## src/rtl/weight_seq_ctrl.sv

```systemverilog
// Weight buffer read sequencer: walks col-fastest, then row, then filter, with back-pressure.
// Optional build macro WEIGHT_SEQ_ABORT_EN adds an abort input that cancels a pass.
module weight_seq_ctrl #(
    parameter int WEIGHT_SIZE_COL = 7,
    parameter int WEIGHT_SIZE_ROW = 28,
    parameter int WEIGHT_ADDR_COL = 3,
    parameter int WEIGHT_ADDR_ROW = 5,
    parameter int NUM_FILTER      = 4,
    parameter int FILTER_ADDR     = 2
) (
    input  logic                       clk,
    input  logic                       reset,
    input  logic                       start,
    input  logic                       conv_ready,
`ifdef WEIGHT_SEQ_ABORT_EN
    input  logic                       abort,
`endif
    output logic                       weight_read_en,
    output logic [WEIGHT_ADDR_COL-1:0] weight_addr_col,
    output logic [WEIGHT_ADDR_ROW-1:0] weight_addr_row,
    output logic [FILTER_ADDR-1:0]     filter_idx,
    output logic                       weight_last,
    output logic                       busy,
    output logic                       done
);

    typedef enum logic [1:0] {IDLE, READ, DONE} state_t;

    localparam logic [WEIGHT_ADDR_COL-1:0] COL_LAST = WEIGHT_ADDR_COL'(WEIGHT_SIZE_COL - 1);
    localparam logic [WEIGHT_ADDR_ROW-1:0] ROW_LAST = WEIGHT_ADDR_ROW'(WEIGHT_SIZE_ROW - 1);
    localparam logic [FILTER_ADDR-1:0]     FLT_LAST = FILTER_ADDR'(NUM_FILTER - 1);

    state_t                     state_q, state_d;
    logic [WEIGHT_ADDR_COL-1:0] col_q, col_d;
    logic [WEIGHT_ADDR_ROW-1:0] row_q, row_d;
    logic [FILTER_ADDR-1:0]     flt_q, flt_d;
    logic                       abort_w;
    logic                       col_end, row_end, flt_end, beat;

`ifdef WEIGHT_SEQ_ABORT_EN
    assign abort_w = abort;
`else
    assign abort_w = 1'b0;
`endif

    // Explicit terminal compares so non-power-of-two sizes wrap correctly.
    assign col_end = (col_q == COL_LAST);
    assign row_end = (row_q == ROW_LAST);
    assign flt_end = (flt_q == FLT_LAST);
    assign beat    = (state_q == READ) && conv_ready && !abort_w;

    always_ff @(posedge clk or posedge reset) begin
        if (reset) begin
            state_q <= IDLE;
            col_q   <= '0;
            row_q   <= '0;
            flt_q   <= '0;
        end else begin
            state_q <= state_d;
            col_q   <= col_d;
            row_q   <= row_d;
            flt_q   <= flt_d;
        end
    end

    always_comb begin
        state_d = state_q;
        col_d   = col_q;
        row_d   = row_q;
        flt_d   = flt_q;
        unique case (state_q)
            IDLE: begin
                if (start) begin
                    state_d = READ;
                    col_d   = '0;
                    row_d   = '0;
                    flt_d   = '0;
                end
            end
            READ: begin
                if (beat) begin
                    if (col_end) begin
                        col_d = '0;
                        if (row_end) begin
                            row_d = '0;
                            if (flt_end) begin
                                flt_d   = '0;
                                state_d = DONE;
                            end else begin
                                flt_d = flt_q + 1'b1;
                            end
                        end else begin
                            row_d = row_q + 1'b1;
                        end
                    end else begin
                        col_d = col_q + 1'b1;
                    end
                end
            end
            DONE:    state_d = IDLE;
            default: state_d = IDLE;
        endcase
        // Abort outranks both start and beat acceptance, but only once a pass is running.
        if (abort_w && (state_q != IDLE)) begin
            state_d = IDLE;
            col_d   = '0;
            row_d   = '0;
            flt_d   = '0;
        end
    end

    assign weight_read_en  = beat;
    assign weight_addr_col = col_q;
    assign weight_addr_row = row_q;
    assign filter_idx      = flt_q;
    assign weight_last     = (state_q == READ) && row_end && col_end;
    assign busy            = (state_q != IDLE);
    assign done            = (state_q == DONE);

endmodule

```

## config.mk

```make
export PLATFORM = sky130hd
export DESIGN_NAME = weight_seq_ctrl
export DESIGN_NICKNAME = d
export VERILOG_FILES = /design/src/rtl/weight_seq_ctrl.sv
export SDC_FILE = /design/constraint.sdc
export NUM_CORES = 1
export LEC_CHECK = 0
export ABC_AREA = 1
export ABC_CLOCK_PERIOD_IN_PS = 2600
export CORE_MARGIN = 8
export CORE_UTILIZATION = 53
export CTS_BUF_LIST = sky130_fd_sc_hd__clkbuf_2 sky130_fd_sc_hd__clkbuf_4 sky130_fd_sc_hd__clkbuf_8
export DETAILED_ROUTE_END_ITERATION = 6
export PLACE_DENSITY = 0.85
export SKIP_LAST_GASP = 1
export SYNTH_ARGS = -nofsm -noshare
export SYNTH_HDL_FRONTEND = slang
export SYNTH_SLANG_ARGS = --single-unit
```

## constraint.sdc

```tcl
create_clock -name clk -period 2.6 [get_ports clk]
set_input_delay 0.52 -clock clk [delete_from_list [all_inputs] [get_ports clk]]
set_output_delay 0.52 -clock clk [all_outputs]
set_load 0.02 [all_outputs]
```

# Word level (Yosys, flattened, before mapping)
# Index checks and enable logic that the tools add are counted.
classes:
  n_addsub: 3
  eq_ne: 10
  muxes: 21
  n_reduce_logical: 10
op_table:
  columns: ["cell", "count"]
  rows:
  - ["2-bit two-way mux", 10]
  - ["5-bit two-way mux", 4]
  - ["2-bit != test, second input constant", 5]
  - ["5-bit case mux with 2 select lines", 1]
  - ["5-bit AND reduction", 2]
  - ["3-bit two-way mux", 3]
  - ["2-bit case mux with 2 select lines", 2]
  - ["3-bit case mux with 2 select lines", 1]
  - ["5-bit by 1-bit adder with 5-bit output, second input constant", 1]
  - ["5-bit == test, second input constant", 1]
  - ["2-bit == test, second input constant", 2]
  - ["4-bit AND reduction", 1]
  - ["2-bit nonzero test", 2]
  - ["3-bit by 1-bit adder with 3-bit output, second input constant", 1]
  - ["3-bit == test, second input constant", 1]
  - ["1-bit logical AND", 3]
  - ["3-bit AND reduction", 1]
  - ["2-bit by 1-bit adder with 2-bit output, second input constant", 1]
  - ["2-bit by 1-bit == test with 1-bit output, second input constant", 1]
  - ["2-bit logical NOT", 1]
totals:
  reg_bits: 12
  out_inout_bits: 14
  word_cells: 48

# Longest topological paths before layout
# Gate-level depths: netlist of the first run.
logic_depth:
  depth_word: 6
  depth_mapped: 8
  depth_no_buf: 8

# Worst setup path after synthesis of the first run
# Ideal clock, no wire load.
synth_path:
  kind: "register to output"
  startpoint: "register row_q[0], in the netlist weight_addr_row[0]"
  endpoint: "output weight_last"
  arrival_ns: 1.405
  path_slack_ns: 0.675
  stages_incl_launch_ff: 6
  path_buffers: 0
  cell_sequence: "dfrtp_1 -> ha_1 -> inv_1 -> nor2_1 -> nand2_1 -> nor3_1"
synth_between:
  elab_chain_len: 3
synth_rtl:
  columns: ["element", "line_no", "rtl"]
  rows:
  - ["start: declaration", "35", "logic [WEIGHT_ADDR_ROW-1:0] row_q, row_d;"]
  - ["start signal: assignment", "61", "row_q <= row_d;"]
  - ["5-bit == test", "48", "assign row_end = (row_q == ROW_LAST);"]
  - ["1-bit logical AND (2 in a row)", "116", "assign weight_last = (state_q == READ) && row_end && col_end;"]
  - ["end: declaration", "22", "output logic weight_last,"]
# No other way between the ends.

# Worst setup path in the final report of the first run
layout_path:
  startpoint: "input conv_ready"
  endpoint: "output weight_read_en"
layout_between:
  elab_chain_len: 1
layout_rtl:
  columns: ["element", "line_no", "rtl"]
  rows:
  - ["start: declaration", "14", "input logic conv_ready,"]
  - ["1-bit logical AND", "50", "assign beat = (state_q == READ) && conv_ready && !abort_w;"]
  - ["end: declaration", "18", "output logic weight_read_en,"]
# No other way between the ends.

==> impl_metrics.ini, run 1 <==
[setup_path]
setup.worst_path.end_class = primary output
delay_of_the_slowest_critical_path_stage_ns = 0.60
path_class = in2out
cp_slowest_cell = sky130_fd_sc_hd__clkdlybuf4s50_1
critical_path.n_buffers_inverters = 3
worst_ep_required_time_ns = 2.08
worst_path_most_repeated_cell = sky130_fd_sc_hd__clkdlybuf4s50_1
crit_arrival_ns = 1.86
worst_path_dominant_cell_family = buffers and inverters
timing.critical_path.from_type = primary input
critical_path_peak_fanout = 3
worstPathCellList = clkdlybuf4s50_1 > nand3_1 > inv_1 > clkdlybuf4s50_1

[timing]
finClkSkew_ns = 0.00457
timing.setup.tns_ns = 0
finalSetupViolations = 0
rsz0062_at_grt = false
layout_setup_ws_ns = 0.222
final_hold_viol_count = 0
period_needed_ns = 2.38
final_min_period_over_clock_period = 0.915
slew_headroom = 0.691
fmax_mhz = 421
actual_transition_at_the_worst_max_transition_pin_ns = 0.464
finalHoldWorstSlack_ns = 0.543
final-max-slew-violation-count = 0

[yosys]
ys.warnings.count = 0
yosysTopAreaCell = sky130_fd_sc_hd__dfrtp_1
syn-cell-area_sq_um = 713
synth.avg_cell_area_sq_um = 7.43
yosys.area.top_type_share = 0.421
synth.net_count = 102
synth_seq_area_share = 0.421
yosys-top-cells-area = sky130_fd_sc_hd__dfrtp_1 42%, sky130_fd_sc_hd__nand2_1 17%, sky130_fd_sc_hd__inv_1 7.4%, sky130_fd_sc_hd__nor2_1 4.7%, sky130_fd_sc_hd__nand3_1 4.2%
synth_cell_type_count = 17
synthCells = 96
synth-seq-cells = 12

[clock_network]
clk_path_buf_depth = 2
insertion_delay_ns = 0.28
clock_tree_from_tritoncts = yes
clk_pin_slew_worst_paths_ns = 0.08
h-tree-depth = 1
tritoncts_num_sinks = 12
post_cts_hold_buffer_count = 0
cts_made_buffers = 3
cts_resized = 0
clk_root_buffer_cell = sky130_fd_sc_hd__clkbuf_4
post_cts.repair.setup_buffers = 0

[placement]
post-place-ws_ns = 0.224
dp.final_hpwl_um = 1280
dp_cells = 128
dpl_cell_area_sq_um = 902
io_buffer_count = 17
place_congestion = 0.798

[floorplanning]
pin_count = 18
initial_core_utilization = 0.555
die_height_um = 52.7
die_area_sq_um = 2780
placeableCoreArea_sq_um = 1280
placementRows = 13
floorplan_die_width_um = 52.7

[power_and_ir_drop]
p_leak_nw = 0.529
powerDensity_nw_per_um2 = 836
maximum_resistive_drop_on_vdd_v = 0.000519
design_power_total_mw = 0.787

[drt]
number_of_detailed_routing_iterations_run_before_antenna_repair = 4
initialDrtViolationCount = 34
detail_route.drc_violations = 0
vias_per_cell = 5.41
num_vias = 714
ant_nets = 0
routed_wirelength_um = 1740
route.detailed.wl_per_inst_um = 13.2

[cells_and_area]
design.final.nets = 124
fillerInstances = 105
antenna_cells_inserted = 0
area_growth_pct = 31.9
layout-drive-gt1-share = 0.0769
postLayoutCoreUtil = 0.732
layoutNonFillerInstCount = 132
final_design_area_no_fill_sq_um = 941

[global_route]
largest_net_degree_at_the_start_of_global_routing = 13
grt_pass1_vias = 673
groute.usage.overall = 0.129
antenna_found_initial = 0
grt-ovfl-total = 0
grt_first_pass_wirelength_um = 2750

[worst_hold_path]
hp-class = in2async

[run]
drv_cap = 0

[run_status]
run_status = completed
path summary, 6_finish.rpt:
kind | start | to | slack, ns | depth (start not counted)
max in group asynchronous | reset | filter_idx[1] | 1.74 | 2
max reg2reg | weight_addr_row[0] | filter_idx[1] | 1.21 | 8
max | conv_ready | weight_read_en | 0.22 | 4
min in group clk | filter_idx[1] | filter_idx[1] | 0.55 | 2
min | reset | weight_addr_col[0] | 0.54 | 2
min reg2reg | filter_idx[1] | filter_idx[1] | 0.55 | 2
sequential cells by signal, indices dropped and copies added (netlist names):
signal           flops
filter_idx           2
state_q              2
weight_addr_col      3
weight_addr_row      5
layout make-up:
type / instances / area, sq um / share of cell area
clock buffer: 4 / 36.3 / 0.0386
tap: 15 / 18.8 / 0.0199
timing repair buffer: 17 / 173 / 0.184
multi-input combinational: 70 / 360 / 0.383
inverter: 14 / 52.6 / 0.0559
sequential: 12 / 300 / 0.319
worst register-to-register path: stages, from the launching register on:
cell and delay, ns:
sky130_fd_sc_hd__dfrtp_1 0.43, sky130_fd_sc_hd__ha_1 0.24, sky130_fd_sc_hd__inv_1 0.05, sky130_fd_sc_hd__nor2_1 0.08
sky130_fd_sc_hd__nand2_1 0.11, sky130_fd_sc_hd__nand2_1 0.12, sky130_fd_sc_hd__nand3_1 0.10, sky130_fd_sc_hd__nand2_1 0.08
sky130_fd_sc_hd__nand2_1 0.06
cells in the mapped netlist:
cell type                  instances
sky130_fd_sc_hd__a21oi_1           2
sky130_fd_sc_hd__xnor2_1           1
sky130_fd_sc_hd__nand2_2           1
sky130_fd_sc_hd__o21a_1            1
sky130_fd_sc_hd__xor2_1            2
sky130_fd_sc_hd__o21ai_0           4
sky130_fd_sc_hd__a21boi_1          1
sky130_fd_sc_hd__dfrtp_1          12
sky130_fd_sc_hd__nand4_1           3
sky130_fd_sc_hd__nor3_1            2
sky130_fd_sc_hd__ha_1              2
sky130_fd_sc_hd__inv_1            14
sky130_fd_sc_hd__nand3_1           6
sky130_fd_sc_hd__nor2_1            9
sky130_fd_sc_hd__nor2_4            2
sky130_fd_sc_hd__nand2_1          32
sky130_fd_sc_hd__nand2_4           2
cells in the final DEF, fill, tap and decap left out, types with 3 or more instances in the layout:
| master | count |
|---|---|
| sky130_fd_sc_hd__inv_1 | 14 |
| sky130_fd_sc_hd__o21ai_0 | 4 |
| sky130_fd_sc_hd__nand4_1 | 3 |
| sky130_fd_sc_hd__nand2_1 | 32 |
| sky130_fd_sc_hd__nor2_1 | 9 |
| sky130_fd_sc_hd__dfrtp_1 | 12 |
| sky130_fd_sc_hd__clkdlybuf4s50_1 | 16 |
| sky130_fd_sc_hd__clkbuf_4 | 3 |
| sky130_fd_sc_hd__nand3_1 | 6 |
where the power goes:
part	switching [mW]	internal (mW)
Clock	0.0641	0.0852
Combinational	0.190	0.151
Sequential	0.0621	0.234
Total	0.316	0.471
logic make-up (layout without fill, tap and decap cells):
family | Yosys count | in the layout | synth area share
xor+xnor | 3 | 3 | 0.0368
buf+inv | 14 | 35 | 0.0737
flops | 12 | 12 | 0.421
compound gates | 8 | 8 | 0.0632
fa+ha+maj | 2 | 2 | 0.0351
simple gates | 57 | 57 | 0.370
layer usage:
metal | track usage | routed length [um]
met2 | 0.221 | 859
met4 | 0.0603 | 27
met1 | 0.144 | 738
met3 | 0.0341 | 119
met5 | 0 | 0
Note: power is estimated with default switching activity, not from simulation.
==> run 2: changes to the inputs <==
- GPL_ROUTABILITY_DRIVEN: unset -> 1
- GPL_TIMING_DRIVEN: unset -> 0
==> run 2 against run 1 <==
Compared with the run above: cell area decreased by 0.27%; register-to-register slack about the same; highest routed layer unchanged; global-route usage decreased by 0.68 points; critical endpoint is now weight_last.
==> impl_metrics.ini, run 2 (synthesized netlist as in run 1, its figures left out) <==
[clock_network]
post_cts.repair.setup_buffers = 0
clk_pin_slew_worst_paths_ns = 0.08
clk_root_buffer_cell = sky130_fd_sc_hd__clkbuf_4
cts_made_buffers = 3
post_cts_hold_buffer_count = 0
tritoncts_num_sinks = 12
insertion_delay_ns = 0.27
h-tree-depth = 1
clock_tree_from_tritoncts = yes
clk_path_buf_depth = 2
cts_resized = 0

[drt]
initialDrtViolationCount = 27
dr_wl_met2_um = 727
top_layer = met4
routed_wirelength_um = 1560
num_vias = 674
route.detailed.wl_per_inst_um = 11.8
wl_met3_um = 110
met1_length_um = 700
vias_per_cell = 5.11
detail_route.drc_violations = 0
ant_nets = 0
number_of_detailed_routing_iterations_run_before_antenna_repair = 4

[timing]
timing.setup.tns_ns = 0
layout_setup_ws_ns = 0.101
final-max-slew-violation-count = 0
finClkSkew_ns = 0.00443
actual_transition_at_the_worst_max_transition_pin_ns = 0.457
final_hold_viol_count = 0
period_needed_ns = 2.50
slew_headroom = 0.695
final_min_period_over_clock_period = 0.961
finalSetupViolations = 0
fmax_mhz = 400
rsz0062_at_grt = false

[global_route]
grt_pass1_vias = 592
largest_net_degree_at_the_start_of_global_routing = 13
grt_first_pass_wirelength_um = 2600
grt-ovfl-total = 0
antenna_found_initial = 0
groute.usage.overall = 0.123

[cells_and_area]
design.final.nets = 124
most-common-layout-cells = 32 x sky130_fd_sc_hd__nand2_1, 17 x sky130_fd_sc_hd__clkdlybuf4s50_1, 14 x sky130_fd_sc_hd__inv_1, 12 x sky130_fd_sc_hd__dfrtp_1, 9 x sky130_fd_sc_hd__nor2_1
final_common_cell = sky130_fd_sc_hd__nand2_1
postLayoutCoreUtil = 0.730
largest_register_ff_count = 5
final_design_area_no_fill_sq_um = 938
area_growth_pct = 31.6
layout-drive-gt1-share = 0.0769
fillerInstances = 113
antenna_cells_inserted = 0

[worst_hold_path]
hold_end = filter_idx[0]
hp-class = reg2reg
hold_path_startpoint = filter_idx[0]
number_of_cells_on_the_worst_hold_path = 2

[power_and_ir_drop]
design_power_total_mw = 0.768
powerDensity_nw_per_um2 = 818
net_switching_share_of_the_total_power = 0.389
maximum_resistive_drop_on_vdd_v = 0.000601
p_leak_nw = 0.511
seqPwrFrac = 0.378
cell_internal_pwr_mw = 0.469
power.clock.fraction = 0.195
sw_power_mw = 0.299
power.combinational.fraction = 0.427

[setup_path]
worst-r2r-cell-count = 8
critical_path_peak_fanout = 5
source_of_the_worst_register_to_register_timing_path = weight_addr_row[0]
worst_ep_required_time_ns = 2.08
r2r_setup_slack_ns = 1.22
crit_arrival_ns = 1.98
timing.critical_path.from_type = flip-flop
setup.worst_path.end_class = primary output
critical_path.reg2reg.endpoint = filter_idx[1]
path_class = reg2out

[floorplanning]
pin_count = 18
placementRows = 13
initial_core_utilization = 0.555
placeableCoreArea_sq_um = 1280
die_height_um = 52.7
floorplan_die_width_um = 52.7
die_area_sq_um = 2780

[placement]
dp.final_hpwl_um = 1170
post-place-ws_ns = 0.220
place_congestion = 0.775
io_buffer_count = 17
dpl_cell_area_sq_um = 902

[run_status]
run_status = completed

[run]
drv_cap = 0
## run 2: changes by cell type in the layout (fill, tap and decap cells not counted)
cell,previous run,this run
sky130_fd_sc_hd__dlymetal6s2s_1,1,0
sky130_fd_sc_hd__clkdlybuf4s50_1,16,17
## run 2: per-layer routing
layer | GRT usage | vias up
li1 | - | 348
met1 | 0.151 | 294
met2 | 0.198 | 28
met3 | 0.0284 | 4
met4 | 0.0517 | 0
met5 | 0 | -
## run 2: worst max path at each step
| stage | slack, ns | cells after the start | to | start |
|---|---|---|---|---|
| after global routing | 0.01 | 6 | weight_last | weight_addr_row[0] |
| after detailed placement | 0.22 | 4 | weight_read_en | conv_ready |
| after global placement | 0.23 | 4 | weight_read_en | conv_ready |
| after floorplan | 0.68 | 5 | weight_last | weight_addr_row[0] |
| final | 0.10 | 6 | weight_last | weight_addr_row[0] |
| after CTS | 0.11 | 6 | weight_last | weight_addr_row[0] |
## run 2: per-stage QoR
step                      std cells  hold WS, ns
after floorplan                  96        0.385
after global placement          128        0.489
after detailed placement        128        0.502
after CTS                       132        0.539
after global routing            132        0.587
final                           132        0.535
## run 2: worst max-delay path: stages (launching register included)
cell and delay [ns]:
sky130_fd_sc_hd__dfrtp_1 0.41, sky130_fd_sc_hd__ha_1 0.22, sky130_fd_sc_hd__inv_1 0.05, sky130_fd_sc_hd__nor2_1 0.08, sky130_fd_sc_hd__nand2_1 0.11, sky130_fd_sc_hd__nor3_1 0.19, sky130_fd_sc_hd__clkdlybuf4s50_1 0.64
## run 2: power groups by stage
stage	Sequential, mW	Combinational, mW	Clock, mW
floorplan	0.345	0.144	0
global placement	0.292	0.326	0
detailed placement	0.294	0.331	0
CTS	0.291	0.333	0.153
global route	0.298	0.360	0.164
finish	0.290	0.328	0.150
## run 2: layout make-up
class / instances / area (sq um) / share of cell area
tap: 15 / 18.8 / 0.0200
sequential: 12 / 300 / 0.320
multi-input combinational: 70 / 360 / 0.384
clock buffer: 4 / 36.3 / 0.0387
timing repair buffer: 17 / 170 / 0.181
inverter: 14 / 52.6 / 0.0560
